--- config.mk ---
export PLATFORM = sky130hd
export DESIGN_NAME = int_wb_queue
export DESIGN_NICKNAME = d
export VERILOG_FILES = /design/src/rtl/int_wb_queue.sv
export SDC_FILE = /design/constraint.sdc
export NUM_CORES = 1
export LEC_CHECK = 0
export CAP_MARGIN = 20
export CORE_MARGIN = 2
export CORE_UTILIZATION = 53
export CTS_CLUSTER_SIZE = 24
export DETAILED_ROUTE_END_ITERATION = 10
export GPL_ROUTABILITY_DRIVEN = 0
export MAX_ROUTING_LAYER = met4
export PLACE_DENSITY = 0.86
export SYNTH_ARGS = -nofsm -noshare
export SYNTH_HDL_FRONTEND = slang
export SYNTH_SLANG_ARGS = --single-unit
--- constraint.sdc ---
create_clock -name clk -period 4.97 [get_ports clk]
set_clock_uncertainty 0.1 [all_clocks]
set_input_delay 0.994 -clock clk [delete_from_list [all_inputs] [get_ports clk]]
set_output_delay 0.994 -clock clk [all_outputs]
set_load 0.03 [all_outputs]
--- src/rtl/int_wb_queue.sv ---
// int_wb_queue: integer writeback FIFO that shares the register-file write port with loads, which always win.
// Optional INT_WB_BYPASS_EN: a result arriving at an empty queue with no load skips the FIFO.
module int_wb_queue #(
  parameter int DEPTH      = 2,
  parameter int REG_ADDR_W = 4,
  parameter int DATA_W     = 18
) (
  input  logic                     clk,
  input  logic                     rst_n,
  input  logic                     flush,
  input  logic                     in_valid,
  output logic                     in_ready,
  input  logic [DATA_W-1:0]        in_result,
  input  logic [REG_ADDR_W-1:0]    in_rd,
  input  logic                     mem_wb_valid,
  input  logic [REG_ADDR_W-1:0]    mem_wb_rd,
  input  logic [DATA_W-1:0]        mem_wb_data,
  output logic                     rf_we,
  output logic [REG_ADDR_W-1:0]    rf_waddr,
  output logic [DATA_W-1:0]        rf_wdata,
  output logic [2**REG_ADDR_W-1:0] pend_mask
);
  localparam int PW = $clog2(DEPTH);
  localparam logic [PW:0] FULL = (PW+1)'(DEPTH);
  logic [REG_ADDR_W-1:0] rd_mem_q [DEPTH];
  logic [DATA_W-1:0]     data_mem_q [DEPTH];
  logic [PW-1:0]         rd_ptr_q, rd_ptr_d, wr_ptr_q, wr_ptr_d;
  logic [PW:0]           count_q, count_d;
  logic                  rf_we_q, rf_we_d, src_int_q, src_int_d;
  logic [REG_ADDR_W-1:0] rf_waddr_q, rf_waddr_d;
  logic [DATA_W-1:0]     rf_wdata_q, rf_wdata_d;
  logic                  xfer, pop, bypass, push;
  assign in_ready = count_q != FULL;
  assign xfer     = in_valid && in_ready && !flush;
  assign pop      = !mem_wb_valid && count_q != '0 && !flush;
`ifdef INT_WB_BYPASS_EN
  assign bypass   = xfer && count_q == '0 && !mem_wb_valid;
`else
  assign bypass   = 1'b0;
`endif
  assign push     = xfer && !bypass;
  assign rf_we    = rf_we_q;
  assign rf_waddr = rf_waddr_q;
  assign rf_wdata = rf_wdata_q;
  always_comb begin
    rf_we_d    = mem_wb_valid || pop || bypass;
    src_int_d  = !mem_wb_valid && (pop || bypass);
    rf_waddr_d = mem_wb_valid ? mem_wb_rd : pop ? rd_mem_q[rd_ptr_q] : bypass ? in_rd : rf_waddr_q;
    rf_wdata_d = mem_wb_valid ? mem_wb_data : pop ? data_mem_q[rd_ptr_q] : bypass ? in_result : rf_wdata_q;
    rd_ptr_d   = flush ? '0 : pop ? rd_ptr_q + PW'(1) : rd_ptr_q;
    wr_ptr_d   = flush ? '0 : push ? wr_ptr_q + PW'(1) : wr_ptr_q;
    count_d    = flush ? '0 : (push && !pop) ? count_q + (PW+1)'(1) :
                 (pop && !push) ? count_q - (PW+1)'(1) : count_q;
  end
  // Only entries between the read pointer and count are live; the source flag marks integer writes in flight.
  always_comb begin
    pend_mask = '0;
    for (int i = 0; i < DEPTH; i++)
      if ((PW+1)'(i) < count_q) pend_mask[rd_mem_q[rd_ptr_q + PW'(i)]] = 1'b1;
    if (rf_we_q && src_int_q) pend_mask[rf_waddr_q] = 1'b1;
  end
  always_ff @(posedge clk)
    if (push) begin
      rd_mem_q[wr_ptr_q]   <= in_rd;
      data_mem_q[wr_ptr_q] <= in_result;
    end
  always_ff @(posedge clk or negedge rst_n)
    if (!rst_n) begin
      rd_ptr_q   <= '0;
      wr_ptr_q   <= '0;
      count_q    <= '0;
      rf_we_q    <= 1'b0;
      src_int_q  <= 1'b0;
      rf_waddr_q <= '0;
      rf_wdata_q <= '0;
    end else begin
      rd_ptr_q   <= rd_ptr_d;
      wr_ptr_q   <= wr_ptr_d;
      count_q    <= count_d;
      rf_we_q    <= rf_we_d;
      src_int_q  <= src_int_d;
      rf_waddr_q <= rf_waddr_d;
      rf_wdata_q <= rf_wdata_d;
    end
endmodule

==> impl_metrics.yaml <==
status:
  status: "finished, final reports clean"
yosys:
  synth_top_area_share_pct: 38.1
  ys.flop_type: "edfxtp_1"
  netlist_top_cells_area: "edfxtp_1 (38%), dfrtp_1 (20%), o21ai_0 (7.7%)"
  yosysWarnings: 0
  synth_edf_count: 44
  yosysMostFrequentCell: "o21ai_0"
  postSynthCellCount: 311
  async_flop_share_pct: 38.9
  syn_avg_cell_area_um2: 11.1
  yosysTopAreaCell: "edfxtp_1"
  ys_ff_latch: 72
  yosysSeqAreaShare_pct: 58.3
  syn_nets: 363
  synth_common_cells: "o21ai_0 (53), nand2_1 (49), edfxtp_1 (44)"
  syn-cell-area_mm2: 0.00347
  synth_cell_types: 39
power_and_ir_drop:
  finalPower_mw: 2.03
  peakVddDrop_mv: 0.278
  p_leak_nw: 1.63
  power_density_mw_per_mm2: 437
timing:
  rsz0062_at_grt: "false"
  layout_min_cycle_time_ns: 4.10
  finalMaxSlewViolations: 0
  max_slew.worst_pin.slew_ns: 1.02
  setup_viol: 0
  fmax_mhz: 244
  min_period_over_period_pct: 82.5
  slew_headroom_pct: 31.8
  tns_ns: 0
  finalHoldViolations: 0
cts:
  cts-root-buf: "clkbuf_8"
  htreeDepth: 3
  ctsResizeCount: 0
  ctsHoldBuffers: 0
  cts_buffers: 9
  clock-sinks: 72
  clk_pin_slew_worst_paths_ns: 0.08
  cts_tree: "yes"
  clk_latency_ns: 0.34
  post_cts_buffers: 0
  cts.path.max_buffers: 2
floorplanning:
  dieWidth_um: 84.9
  fp.dieH_um: 84.9
  initial_core_util_pct: 54.6
  io_pins: 89
  core_area_mm2: 0.00635
  die_area_mm2: 0.00720
  rows: 29
cells_and_area:
  multi_input_area_mm2: 0.00133
  area_growth_syn_to_layout_pct: 33.6
  fill_cells: 429
  antenna_cells: 0
  drive_gt1_share_pct: 8.21
  fin_nets: 449
  seqCellArea_mm2: 0.00202
route:
  vias: 2777
  antenna_left: 0
  drc_errors: 0
  post_drt_wl_per_cell_um: 17.0
  drtPass1Iterations: 4
  wirelength_um: 8150
  vias_per_cell: 5.80
  first_iter_violations: 175
critical_path:
  path_max_fanout: 46
  crit_path_end_kind: "output pin"
  worstSetupStartpointType: "register"
  reg2reg_slack_ns: 2.75
  worstSetupPathType: "reg2out"
  cp.required_ns: 3.88
  worstPathArrival_ns: 3.01
global_route:
  grt_max_degree: 47
  grt_pass1_vias: 2822
  antenna_found_initial: 0
  grt_overflow: 0
  grt.total_usage_pct: 24.4
  grt_first_pass_wirelength_um: 13400
flow_run:
  maxCapViolations: 0
placed_design:
  portBuffers: 88
  dp_hpwl_um: 5630
worst_hold_path:
  min_path_type: "reg2reg"
==> final cells by class <==
cell class	count	area share, %
multi-input cells	214	28.6
inverters	8	0.648
repair buffers	92	19.7
clock inverters	5	2.24
well taps	77	2.08
clock buffers	11	3.05
flip-flops and latches	72	43.7
==> registers in the layout (all words and copies together), names as in the netlist <==
register,flops
count_q,2
data_mem_q,36
rd_mem_q,8
rd_ptr_q,1
rf_waddr,4
rf_wdata,18
rf_we,1
src_int_q,1
wr_ptr_q,1
==> stage by stage <==
step	hold WS, ns	worst slack [ns]	util [%]	cell area (um2)	instances
3_5_place_dp	0.473	1.26	69.1	4390	463
5_1_grt	0.508	0.686	72.9	4630	479
3_3_place_gp	0.456	1.32	69.1	4390	463
2_1_floorplan	0.419	1.55	-	3470	311
6_report	0.486	0.867	72.9	4630	479
4_1_cts	0.489	0.886	72.9	4630	479
==> cell usage in the layout (no fill, tap or decap), types with 4 or more instances in the layout <==
master,instances
a32oi_1,6
nor3_2,4
mux2i_1,22
o21ai_1,6
nor3_1,5
edfxtp_1,44
inv_1,8
nor2_1,13
nand2_1,49
a22oi_1,13
clkbuf_8,10
clkdlybuf4s50_1,88
dfrtp_1,27
o21ai_0,53
buf_4,4
a31oi_1,4
==> path summary, 6_finish.rpt <==
check,to,cells after the start,start
max,pend_mask[11],5,rd_ptr_q
min reg2reg,rf_wdata[16],2,rf_wdata[16]
max in group asynchronous,rd_ptr_q,2,rst_n
min in group asynchronous,rf_wdata[7],2,rst_n
max reg2reg,rf_wdata[3],6,count_q[0]
min,rf_wdata[16],2,rf_wdata[16]
==> metal layers <==
metal  GRT usage (%)  vias up  part of all wire (%)
met5               -        -                     0
met4            7.94        0                  0.93
met3            4.57        8                   5.6
met2            42.1      115                    54
met1            29.1     1342                    39
li1                -     1312                     -
==> cell families (layout without fill, tap and decap cells) <==
kind of cell | Yosys count | count (layout) | share of synthesized area, %
buf+inv | 25 | 116 | 3.68
mux | 24 | 24 | 7.11
fa+ha+maj | 3 | 3 | 1.08
simple gates | 94 | 94 | 13.3
compound gates | 90 | 90 | 15.7
xor+xnor | 3 | 3 | 0.758
flops | 72 | 72 | 58.3
==> critical path, stage by stage (launching register included) <==
cell and delay, ns:
dfrtp_2 1.05, mux2i_1 0.31, nor3_1 0.39, a22oi_1 0.12
o21ai_0 0.10, clkdlybuf4s50_1 0.69
==> power by group <==
| group | internal, mW | switching, mW |
|---|---|---|
| combinational | 0.274 | 0.376 |
| sequential | 0.721 | 0.101 |
| clock | 0.347 | 0.206 |
| total | 1.34 | 0.684 |
Note: power is estimated with default switching activity, not from simulation.
